<file path="src/rtl/decode_stage_pkg.sv">
// Shared types for the RV32I decode stage: data/index widths, opcodes, ALU operations, funct codes.
// Imported by the decode top, its register file and its handshake interface.
package decode_stage_pkg;

    typedef logic [31:0] t_data;
    typedef logic [4:0]  t_reg_index;
    typedef logic [31:0] t_instruction;

    typedef enum logic [6:0] {
        OPCODE_OP     = 7'b0110011,
        OPCODE_OP_IMM = 7'b0010011,
        OPCODE_LUI    = 7'b0110111,
        OPCODE_AUIPC  = 7'b0010111
    } t_opcode;

    typedef enum logic [3:0] {
        ALU_OP_ADD,
        ALU_OP_SUB,
        ALU_OP_SHIFT_LEFT,
        ALU_OP_XOR,
        ALU_OP_SHIFT_RIGHT_LOGIC,
        ALU_OP_SHIFT_RIGHT_ARITH,
        ALU_OP_OR,
        ALU_OP_AND
    } t_alu_operation;

    localparam logic [2:0] FUNCT3_ADD_SUB = 3'b000;
    localparam logic [2:0] FUNCT3_SLL     = 3'b001;
    localparam logic [2:0] FUNCT3_SLT     = 3'b010;
    localparam logic [2:0] FUNCT3_SLTU    = 3'b011;
    localparam logic [2:0] FUNCT3_XOR     = 3'b100;
    localparam logic [2:0] FUNCT3_SRL_SRA = 3'b101;
    localparam logic [2:0] FUNCT3_OR      = 3'b110;
    localparam logic [2:0] FUNCT3_AND     = 3'b111;

    localparam logic [6:0] FUNCT7_BASE = 7'b0000000;
    localparam logic [6:0] FUNCT7_ALT  = 7'b0100000;

    // The ALU shifts by its whole operand, so the amount must be cut to 5 bits here.
    function automatic t_data shift_amount(input t_data value);
        return {27'b0, value[4:0]};
    endfunction

endpackage

</file>
<file path="src/rtl/decode_stage_if.sv">
// Handshake and data bundle between fetch, writeback and the decode stage.
// master drives instructions/writebacks and consumes the slot; slave is the decode stage.
interface decode_stage_if;
    import decode_stage_pkg::*;

    logic           i_valid;
    logic           o_ready;
    t_instruction   i_instruction;
    t_data          i_pc;
    logic           i_flush;
    logic           i_wb_enable;
    t_reg_index     i_wb_rd;
    t_data          i_wb_data;
    logic           o_valid;
    logic           i_ready;
    t_alu_operation o_operation;
    t_data          o_operand1;
    t_data          o_operand2;
    t_reg_index     o_rd;
    logic           o_rd_write;
    logic           o_illegal;

    modport master (
        output i_valid, i_instruction, i_pc, i_flush, i_wb_enable, i_wb_rd, i_wb_data, i_ready,
        input  o_ready, o_valid, o_operation, o_operand1, o_operand2, o_rd, o_rd_write, o_illegal
    );

    modport slave (
        input  i_valid, i_instruction, i_pc, i_flush, i_wb_enable, i_wb_rd, i_wb_data, i_ready,
        output o_ready, o_valid, o_operation, o_operand1, o_operand2, o_rd, o_rd_write, o_illegal
    );
endinterface

</file>
<file path="src/rtl/decode_stage_register_file.sv">
// 32x32 register file: two combinational reads, one synchronous write, x0 hardwired to zero.
// DECODE_STAGE_BYPASS_EN forwards a same-cycle write into the read ports.
module register_file
    import decode_stage_pkg::*;
(
    input  logic       i_clk,
    input  logic       i_rst_n,
    input  t_reg_index rs1,
    input  t_reg_index rs2,
    output t_data      rs1_data,
    output t_data      rs2_data,
    input  logic       wb_enable,
    input  t_reg_index wb_rd,
    input  t_data      wb_data
);

    t_data regs [32];

    always_ff @(posedge i_clk) begin
        if (!i_rst_n) begin
            for (int i = 0; i < 32; i++) begin
                regs[i] <= '0;
            end
        end else if (wb_enable && wb_rd != '0) begin
            regs[wb_rd] <= wb_data;
        end
    end

`ifdef DECODE_STAGE_BYPASS_EN
    always_comb begin
        rs1_data = (rs1 == '0) ? '0 : regs[rs1];
        rs2_data = (rs2 == '0) ? '0 : regs[rs2];
        if (wb_enable && wb_rd != '0 && wb_rd == rs1) rs1_data = wb_data;
        if (wb_enable && wb_rd != '0 && wb_rd == rs2) rs2_data = wb_data;
    end
`else
    assign rs1_data = (rs1 == '0) ? '0 : regs[rs1];
    assign rs2_data = (rs2 == '0) ? '0 : regs[rs2];
`endif

endmodule

</file>
<file path="src/rtl/decode_stage.sv">
// RV32I ALU-class decode into a registered slot; optional DECODE_STAGE_BYPASS_EN write forwarding.
// Latency 1 cycle accept->o_valid; o_ready = !o_valid || i_ready, slot holds while stalled.
// Flush drops the slot and any same-cycle input; unsupported encodings yield a valid illegal slot.
module decode_stage
    import decode_stage_pkg::*;
(
    input  logic          i_clk,
    input  logic          i_rst_n,
    decode_stage_if.slave bus
);

    t_instruction   instr;
    logic [6:0]     opcode;
    logic [2:0]     funct3;
    logic [6:0]     funct7;
    t_reg_index     rs1, rs2, rd;
    t_data          rs1_data, rs2_data;
    t_data          imm_i, imm_u;
    t_alu_operation dec_op;
    t_data          dec_src1, dec_src2;
    logic           dec_illegal, is_shift, alt, accept;

    assign instr  = bus.i_instruction;
    assign opcode = instr[6:0];
    assign rd     = instr[11:7];
    assign funct3 = instr[14:12];
    assign rs1    = instr[19:15];
    assign rs2    = instr[24:20];
    assign funct7 = instr[31:25];
    assign imm_i  = {{20{instr[31]}}, instr[31:20]};
    assign imm_u  = {instr[31:12], 12'b0};

    register_file u_register_file (
        .i_clk     (i_clk),
        .i_rst_n   (i_rst_n),
        .rs1       (rs1),
        .rs2       (rs2),
        .rs1_data  (rs1_data),
        .rs2_data  (rs2_data),
        .wb_enable (bus.i_wb_enable),
        .wb_rd     (bus.i_wb_rd),
        .wb_data   (bus.i_wb_data)
    );

    function automatic t_alu_operation alu_op(input logic [2:0] f3, input logic use_alt);
        case (f3)
            FUNCT3_ADD_SUB: return use_alt ? ALU_OP_SUB : ALU_OP_ADD;
            FUNCT3_SLL:     return ALU_OP_SHIFT_LEFT;
            FUNCT3_XOR:     return ALU_OP_XOR;
            FUNCT3_SRL_SRA: return use_alt ? ALU_OP_SHIFT_RIGHT_ARITH : ALU_OP_SHIFT_RIGHT_LOGIC;
            FUNCT3_OR:      return ALU_OP_OR;
            FUNCT3_AND:     return ALU_OP_AND;
            default:        return ALU_OP_ADD;
        endcase
    endfunction

    assign is_shift = (funct3 == FUNCT3_SLL) || (funct3 == FUNCT3_SRL_SRA);
    assign alt      = (funct7 == FUNCT7_ALT);

    always_comb begin
        dec_op      = ALU_OP_ADD;
        dec_src1    = '0;
        dec_src2    = '0;
        dec_illegal = 1'b0;
        case (opcode)
            OPCODE_OP: begin
                dec_op   = alu_op(funct3, alt);
                dec_src1 = rs1_data;
                dec_src2 = is_shift ? shift_amount(rs2_data) : rs2_data;
                if (funct3 == FUNCT3_SLT || funct3 == FUNCT3_SLTU) dec_illegal = 1'b1;
                if (!(funct7 == FUNCT7_BASE ||
                      (alt && (funct3 == FUNCT3_ADD_SUB || funct3 == FUNCT3_SRL_SRA))))
                    dec_illegal = 1'b1;
            end
            OPCODE_OP_IMM: begin
                // funct7 only exists as a field for the immediate shifts.
                dec_op   = alu_op(funct3, alt && funct3 == FUNCT3_SRL_SRA);
                dec_src1 = rs1_data;
                dec_src2 = is_shift ? shift_amount(imm_i) : imm_i;
                if (funct3 == FUNCT3_SLT || funct3 == FUNCT3_SLTU) dec_illegal = 1'b1;
                if (is_shift && !(funct7 == FUNCT7_BASE || (alt && funct3 == FUNCT3_SRL_SRA)))
                    dec_illegal = 1'b1;
            end
            OPCODE_LUI: begin
                dec_src2 = imm_u;
            end
            OPCODE_AUIPC: begin
                dec_src1 = bus.i_pc;
                dec_src2 = imm_u;
            end
            default: dec_illegal = 1'b1;
        endcase
        if (dec_illegal) begin
            dec_op   = ALU_OP_ADD;
            dec_src1 = '0;
            dec_src2 = '0;
        end
    end

    assign bus.o_ready = !bus.o_valid || bus.i_ready;
    assign accept      = bus.i_valid && bus.o_ready && !bus.i_flush;

    always_ff @(posedge i_clk) begin
        if (!i_rst_n) begin
            bus.o_valid     <= 1'b0;
            bus.o_operation <= ALU_OP_ADD;
            bus.o_operand1  <= '0;
            bus.o_operand2  <= '0;
            bus.o_rd        <= '0;
            bus.o_rd_write  <= 1'b0;
            bus.o_illegal   <= 1'b0;
        end else if (bus.i_flush) begin
            bus.o_valid <= 1'b0;
        end else if (accept) begin
            bus.o_valid     <= 1'b1;
            bus.o_operation <= dec_op;
            bus.o_operand1  <= dec_src1;
            bus.o_operand2  <= dec_src2;
            bus.o_rd        <= rd;
            bus.o_rd_write  <= !dec_illegal && rd != '0;
            bus.o_illegal   <= dec_illegal;
        end else if (bus.o_valid && bus.i_ready) begin
            bus.o_valid <= 1'b0;
        end
    end

endmodule

</file>
<file path="src/flat_wrapper.sv">
// flat-port wrapper written by rule: the top's interface ports become plain ports
module decode_stage_flat import decode_stage_pkg::*;
  (i_clk, i_rst_n, bus_i_valid, bus_i_instruction, bus_i_pc, bus_i_flush, bus_i_wb_enable, bus_i_wb_rd, bus_i_wb_data, bus_i_ready, bus_o_ready, bus_o_valid, bus_o_operation, bus_o_operand1, bus_o_operand2, bus_o_rd, bus_o_rd_write, bus_o_illegal);
  decode_stage_if bus_i ();
  input  logic i_clk;
  input  logic i_rst_n;
  input wire logic [$bits(bus_i.i_valid)-1:0] bus_i_valid;
  input wire logic [$bits(bus_i.i_instruction)-1:0] bus_i_instruction;
  input wire logic [$bits(bus_i.i_pc)-1:0] bus_i_pc;
  input wire logic [$bits(bus_i.i_flush)-1:0] bus_i_flush;
  input wire logic [$bits(bus_i.i_wb_enable)-1:0] bus_i_wb_enable;
  input wire logic [$bits(bus_i.i_wb_rd)-1:0] bus_i_wb_rd;
  input wire logic [$bits(bus_i.i_wb_data)-1:0] bus_i_wb_data;
  input wire logic [$bits(bus_i.i_ready)-1:0] bus_i_ready;
  output wire logic [$bits(bus_i.o_ready)-1:0] bus_o_ready;
  output wire logic [$bits(bus_i.o_valid)-1:0] bus_o_valid;
  output wire logic [$bits(bus_i.o_operation)-1:0] bus_o_operation;
  output wire logic [$bits(bus_i.o_operand1)-1:0] bus_o_operand1;
  output wire logic [$bits(bus_i.o_operand2)-1:0] bus_o_operand2;
  output wire logic [$bits(bus_i.o_rd)-1:0] bus_o_rd;
  output wire logic [$bits(bus_i.o_rd_write)-1:0] bus_o_rd_write;
  output wire logic [$bits(bus_i.o_illegal)-1:0] bus_o_illegal;
  assign bus_i.i_valid = bus_i_valid;
  assign bus_i.i_instruction = bus_i_instruction;
  assign bus_i.i_pc = bus_i_pc;
  assign bus_i.i_flush = bus_i_flush;
  assign bus_i.i_wb_enable = bus_i_wb_enable;
  assign bus_i.i_wb_rd = bus_i_wb_rd;
  assign bus_i.i_wb_data = bus_i_wb_data;
  assign bus_i.i_ready = bus_i_ready;
  assign bus_o_ready = bus_i.o_ready;
  assign bus_o_valid = bus_i.o_valid;
  assign bus_o_operation = bus_i.o_operation;
  assign bus_o_operand1 = bus_i.o_operand1;
  assign bus_o_operand2 = bus_i.o_operand2;
  assign bus_o_rd = bus_i.o_rd;
  assign bus_o_rd_write = bus_i.o_rd_write;
  assign bus_o_illegal = bus_i.o_illegal;
  decode_stage u_core (.i_clk(i_clk), .i_rst_n(i_rst_n), .bus(bus_i));
endmodule
</file>
<file path="config.mk">
export PLATFORM = sky130hd
export DESIGN_NAME = decode_stage_flat
export DESIGN_NICKNAME = d
export VERILOG_FILES = /design/src/rtl/decode_stage_pkg.sv /design/src/rtl/decode_stage_if.sv /design/src/rtl/decode_stage_register_file.sv /design/src/rtl/decode_stage.sv /design/src/flat_wrapper.sv
export SDC_FILE = /design/constraint.sdc
export NUM_CORES = 2
export LEC_CHECK = 0
export ABC_CLOCK_PERIOD_IN_PS = 7600
export CAP_MARGIN = 20
export CORE_MARGIN = 4
export CORE_UTILIZATION = 43
export CTS_BUF_LIST = sky130_fd_sc_hd__clkbuf_8 sky130_fd_sc_hd__clkbuf_16
export DETAILED_ROUTE_END_ITERATION = 7
export MAX_ROUTING_LAYER = met4
export PLACE_DENSITY_LB_ADDON = 0.08
export SKIP_LAST_GASP = 1
export SLEW_MARGIN = 20
export SYNTH_ARGS = -nofsm -noshare
export SYNTH_HDL_FRONTEND = slang
export SYNTH_SLANG_ARGS = --single-unit
</file>
<file path="constraint.sdc">
create_clock -name i_clk -period 7.6 [get_ports i_clk]
set_input_delay 1.52 -clock i_clk [delete_from_list [all_inputs] [get_ports i_clk]]
set_output_delay 1.52 -clock i_clk [all_outputs]
set_load 0.01 [all_outputs]
</file>
Word level (Yosys, flattened, before mapping)
Memory sizes are Yosys's and may differ from the RTL's.
Index checks and enable logic that the tools add are counted.
- eq/ne operators: 12
- reductions and logical operators: 30
- muxes and demuxes: 29
- bitwise gates (word level): 2
- operators by type and width (cell ; number):
    $mux W32 ; 7
    $pmux W32 S3 ; 1
    $pmux W32 S2 ; 1
    $pmux W4 S6 ; 2
    $reduce_or A32 Y1 ; 1
    $eq A7 B6 Y1 const B ; 3
    $eq A7 B5 Y1 const B ; 2
    $mux W1 ; 14
    $eq A3 B3 Y1 const B ; 4
    $logic_not A5 Y1 ; 2
    $reduce_bool A5 Y1 ; 2
    $logic_and A1 B1 Y1 ; 8
    $pmux W4 S2 ; 1
    $logic_not A7 Y1 ; 1
    $eq A3 B2 Y1 const B ; 2
    $logic_or A1 B1 Y1 ; 6
    $reduce_or A2 Y1 ; 3
    $mux W5 ; 1
    $logic_not A1 Y1 ; 4
    $mux W4 ; 1
    $eq A3 B1 Y1 const B ; 1
    $logic_not A3 Y1 ; 1
    $pmux W1 S3 ; 1
    $not A1 Y1 ; 2
    other kinds (2) ; 2
- memory bits (writable): 1024
- word-level logic and storage cells: 81
- output and inout bits: 77
- bits in registers: 76
- memories: 1
- input bits: 107
- memories (name ; depth ; bits a word ; read ports ; clocked after memory_dff ; wr ports ; line ; RTL):
    u_core.u_register_file.regs ; 32 ; 32 ; 2 ; 0 ; 32 ; decode_stage_register_file.sv:17 ; t_data regs [32];

Longest topological paths before layout
- word-level depth: 9
- gate-level depth with buffers: 10

Hierarchy
Synthesis repeated with hierarchy kept, for this count alone.
- cell total of the unflattened synthesis: 3909
- area, all modules: 57589.0 µm²
- modules (own cells, without submodules) (module ; area an instance (µm²) ; times used ; sequential area each (µm²) ; cells each):
    register_file ; 54204.5 ; 1 ; 30749.5 ; 3509
    decode_stage ; 3384.5 ; 1 ; 1501.4 ; 400

Worst setup path before layout
OpenSTA, ideal clock, no wires.
- path type: input -> register
- start point: input port i_rst_n
- end point: memory u_core.u_register_file.regs[20][0] (netlist name), enable pin
- arrival: 4617 ps
- path slack: 2518 ps
- stages on the path: 6
- path through: clkbuf_1 > nand2_1 > nor3_1 > nand2_1 > clkbuf_1 > o21ai_0
- RTL lines (what ; line ; RTL):
    from (decl) ; flat_wrapper.sv:6 ; input logic i_rst_n;
    to (decl) ; decode_stage_register_file.sv:17 ;

Worst setup path after layout
- start point: input port bus_i_ready
- end point: output port bus_o_ready
- word-level cells in the longest chain between the ends: 1
- RTL lines (what ; line ; RTL):
    from (decl) ; flat_wrapper.sv:14 ; input wire logic [$bits(bus_i.i_ready)-1:0] bus_i_ready;
    $logic_or A1 B1 Y1 ; decode_stage.sv:100 ; assign bus.o_ready = !bus.o_valid || bus.i_ready;
    to (decl) ; flat_wrapper.sv:15 ; output wire logic [$bits(bus_i.o_ready)-1:0] bus_o_ready;
Every way passes these cells.

==> key figures <==
Status
  • Outcome: completed

Clocking
  • Clock tree from TritonCTS: yes
  • Clock sink count: 1099
  • Post-CTS setup-driven buffer insertion count: 0
  • Hold-fix buffers, CTS: 0
  • H-tree depth: 4
  • Number of resized instances in the post-cts repair step: 0
  • Buffer depth of the longest clock path: 3
  • CTS Root Buffer Type: sky130_fd_sc_hd__clkbuf_16
  • Number of buffers inserted during clock tree synthesis: 130
  • Register clock-pin slew on the reported worst setup and hold paths: 50 ps
  • Skew-Pair Late Insertion Delay: 770 ps

STA
  • Final-report max-slew violation count: 0
  • Post-Route Setup TNS: 0 ps
  • Worst max-slew margin expressed relative to the limit: 25.59%
  • Peak clock frequency supported by timing: 0.2367 GHz
  • Clock skew: 21.17 ps
  • Post-route minimum period: 4224 ps
  • RSZ-0062 raised after global routing: no
  • Final hold viol count: 0
  • Final setup fails: 0
  • Crit share post-route: 55.58%
  • Slew of the pin with the lowest slew margin: 1116 ps
  • Final Hold Slack: 452.3 ps

Route
  • Mean routed wirelength per cell: 35.74 um
  • Average vias per placed instance: 6.253
  • Detail Route Antenna Nets: 0
  • Drt initial violations: 4692
  • Number of detailed-routing iterations run before antenna repair: 6
  • Sum of routed wire length over all layers: 205600 um
  • Detailed-route via count: 35970
  • Number of remaining DRC errors: 0

Power and ir drop
  • Part of the power in registers: 47.6%
  • Logic gate share of total power: 11.3%
  • Worst-case vdd ir drop: 0.0002227 V
  • Total Power: 14.87 mW
  • Clk network pwr share: 41.0%
  • Cell-internal power: 11.19 mW
  • Switching power: 3.674 mW
  • Switching Share: 24.71%
  • Total leakage power: 22.48 nW
  • PD cells: 225.8 nW/um2

Final layout
  • Total Nets Final: 3983
  • Post-Route Utilization: 49.39%
  • Post-route cell area: 65830 um2
  • Layout cells sized above 1: 23.75%
  • Area added between synthesis and finish: 14.18%

Setup path
  • RR Endpoint: u_core.bus.o_operand2[15]
  • Depth of the most critical reg-to-reg path: 8
  • Critical R2R Launch: u_core.bus.o_valid
  • Cell type with the highest occurrence count on the critical path: sky130_fd_sc_hd__clkdlybuf4s50_1
  • Slowest cell on the critical path: sky130_fd_sc_hd__clkdlybuf4s50_1
  • Endpoint of the most critical setup path: bus_o_ready
  • Levels on crit path: 4
  • Crit start category: input port
  • Critical path type: in -> out
  • Max stage delay on crit path: 480 ps
  • Origin of the worst setup path: bus_i_ready
  • Worst Path Arrival: 2700 ps
  • Maximum net fanout on the critical path: 3
  • Cells along the critical path: clkdlybuf4s50_1 -> nor2b_1 -> inv_2 -> clkdlybuf4s50_1
  • Dominant delay contributor by cell family on the critical path: buffers and inverters
  • Number of buffers and inverters on the critical path: 3
  • Kind of end point of the critical path: primary output
  • Endpoint required time on the critical path: 6080 ps
  • R2r setup slk: 4570 ps

Logic synthesis
  • Flops & latches, synth: 1099
  • Sequential share of the synthesized area: 55.94%
  • Synthesized area per cell: 15.13 um2
  • Post-synthesis instance area: 57660 um2
  • Fraction of the mapped netlist area in compound gates: 3.739%
  • Post-synthesis share of cell area spent on and, or, nand and nor gates: 12.85%
  • Cell taking the most area after synthesis: sky130_fd_sc_hd__edfxtp_1
  • Distinct cell type count after synthesis: 65
  • Main combinational cell family by area after synthesis: multiplexers
  • Top flip-flop cell by instance count after synthesis: sky130_fd_sc_hd__edfxtp_1
  • Library cell with the highest instance count after synthesis: sky130_fd_sc_hd__edfxtp_1
  • Leading post-synthesis cells by instance count: 1024 x sky130_fd_sc_hd__edfxtp_1, 1009 x sky130_fd_sc_hd__and2_1, 533 x sky130_fd_sc_hd__mux4_2
  • Number of enable-type register cells in the synthesized netlist: 1024
  • XOR/XNOR share of the synthesized area: 0.01519%
  • Mux cell area share after synthesis: 24.26%
  • Synth top area share: 53.33%
  • Arithmetic-cell share of the synthesized area counting full adders, half adders and majority gates: 0%
  • Async set-reset flop share out of synthesis: 0%
  • Top cells by area in the synthesized netlist: sky130_fd_sc_hd__edfxtp_1 53%, sky130_fd_sc_hd__mux4_2 21%, sky130_fd_sc_hd__and2_1 11%, sky130_fd_sc_hd__mux2i_1 3.3%, sky130_fd_sc_hd__dfxtp_1 2.6%
  • Number of warning messages in the yosys log: 0
  • Synthesized netlist cell count: 3810

Floorplanning
  • Initial Utilization: 43.26%
  • Core Rows: 134
  • Horizontal die dimension: 374.2 um
  • Boundary Pins: 184
  • Die Ht: 374.2 um
  • Die area: 140000 um2
  • Area of the placeable core: 133300 um2

Placement
  • Placed wire-length estimate after detailed placement: 119100 um
  • Port buffer count: 182
  • Weighted congestion at the end of routability-driven global placement: 0.8884
  • Post-placement cell area: 61740 um2

Global route
  • Total global routing overflow: 0
  • Wire length of the first global-routing pass: 287400 um
  • Largest net degree at the start of global routing: 90
  • Antenna violations before repair: 22
  • Total global routing track utilization: 30.05%
  • Via count of the first global-routing pass: 35960

Job
  • Number of maximum-capacitance constraint violations: 0

Hold path
  • Type of the most critical hold path: reg -> reg
[through the flow]
step	worst slack, ps	instances
6_report	3376	5753
5_1_grt	3318	5751
4_1_cts	3371	5743
3_5_place_dp	2765	5512
3_3_place_gp	2742	5507
2_1_floorplan	2518	3842
[sequential cells by signal, summed over array words and instances, names as in the netlist]
register and flops:
u_core.bus.o_valid 1, u_core.u_register_file.regs 1024, u_core.bus.o_illegal 1, u_core.bus.o_rd_write 1, u_core.bus.o_operand1 32, u_core.bus.o_operand2 32
u_core.bus.o_operation 3, u_core.bus.o_rd 5
[power groups by stage]
stage               registers (mW)  logic [mW]  clock network, mW
global placement              7.19        1.69                  0
detailed placement            7.20        1.69                  0
global route                  7.11        1.74               6.45
floorplan                     7.15        1.03                  0
CTS                           7.07        1.69               6.19
finish                        7.08        1.68               6.10
[cells by family (layout without fill, tap and decap cells)]
kind of cell | Yosys count | in the layout
AOI/OAI and AO/OA | 330 | 330
xor gates and xnor gates | 1 | 1
buffers and inverters | 409 | 542
DFF | 1099 | 1099
muxes | 730 | 730
other | 1 | 43
and+or+nand+nor | 1240 | 1240
[layer usage]
layer	GRT usage, %	wire length [um]
met3	6.372	18100
met5	-	0
met4	9.318	7075
met2	45.36	94900
met1	41.18	85550
[layout by cell type, fill, tap and decap left out, types with 4 or more instances in the layout]
cell type / synthesis / layout
sky130_fd_sc_hd__o2111ai_1: 16 / 16
sky130_fd_sc_hd__a22oi_1: 43 / 43
sky130_fd_sc_hd__dfxtp_1: 75 / 75
sky130_fd_sc_hd__clkbuf_16: 0 / 139
sky130_fd_sc_hd__a21oi_1: 58 / 58
sky130_fd_sc_hd__nand3_1: 19 / 19
sky130_fd_sc_hd__bufinv_16: 0 / 8
sky130_fd_sc_hd__o21ai_1: 17 / 17
sky130_fd_sc_hd__nor2b_1: 16 / 14
sky130_fd_sc_hd__nand2_1: 77 / 77
sky130_fd_sc_hd__mux2i_1: 188 / 188
sky130_fd_sc_hd__o211ai_1: 8 / 8
sky130_fd_sc_hd__a221oi_1: 7 / 7
sky130_fd_sc_hd__diode_2: 0 / 10
sky130_fd_sc_hd__buf_4: 29 / 111
sky130_fd_sc_hd__a211oi_1: 29 / 29
sky130_fd_sc_hd__clkinv_1: 0 / 24
sky130_fd_sc_hd__mux4_2: 533 / 533
sky130_fd_sc_hd__buf_8: 0 / 5
sky130_fd_sc_hd__o21a_1: 4 / 4
sky130_fd_sc_hd__clkdlybuf4s50_1: 0 / 157
sky130_fd_sc_hd__o21ai_4: 0 / 31
sky130_fd_sc_hd__nor3_1: 13 / 11
sky130_fd_sc_hd__nand4_1: 5 / 5
sky130_fd_sc_hd__edfxtp_1: 1024 / 1024
sky130_fd_sc_hd__buf_2: 64 / 17
sky130_fd_sc_hd__and2_1: 1009 / 1009
sky130_fd_sc_hd__nor2_4: 0 / 31
sky130_fd_sc_hd__clkinv_2: 0 / 16
sky130_fd_sc_hd__inv_1: 3 / 40
sky130_fd_sc_hd__nand3b_1: 6 / 6
sky130_fd_sc_hd__mux2_2: 9 / 9
sky130_fd_sc_hd__o22ai_1: 79 / 79
sky130_fd_sc_hd__a221o_1: 4 / 4
sky130_fd_sc_hd__o21ai_0: 45 / 14
sky130_fd_sc_hd__conb_1: 1 / 33
sky130_fd_sc_hd__buf_12: 0 / 12
sky130_fd_sc_hd__nor2_1: 68 / 35
[worst min-delay path by stage]
| stage | cells past startpoint | end | slack [ps] | startpoint |
|---|---|---|---|---|
| global placement | 2 | u_core.bus.o_rd_write | 440 | u_core.bus.o_rd_write |
| CTS | 2 | u_core.bus.o_rd_write | 450 | u_core.bus.o_rd_write |
| floorplan | 2 | u_core.bus.o_operation[2] | 470 | u_core.bus.o_operation[2] |
| detailed placement | 2 | u_core.bus.o_rd_write | 440 | u_core.bus.o_rd_write |
| finish | 2 | u_core.bus.o_rd[4] | 450 | u_core.bus.o_rd[4] |
| global route | 2 | u_core.bus.o_rd_write | 470 | u_core.bus.o_rd_write |
[tightest hold or removal path: stages (launching register included)]
cell	delay, ps
sky130_fd_sc_hd__dfxtp_1	300
sky130_fd_sc_hd__nand2_1	50
sky130_fd_sc_hd__a21oi_1	50
[final cells by class]
class | count | area [um2]
Tap cell | 1768 | 2212
Clock inverter | 89 | 583.1
Antenna cell | 10 | 25.02
Fill cell | 11220 | 67460
Inverter | 5 | 21.27
Multi-Input combinational cell | 2334 | 24320
Sequential cell | 1099 | 32250
Timing Repair Buffer | 306 | 2899
Clock buffer | 142 | 3520
(Power assumes the default switching activity.)
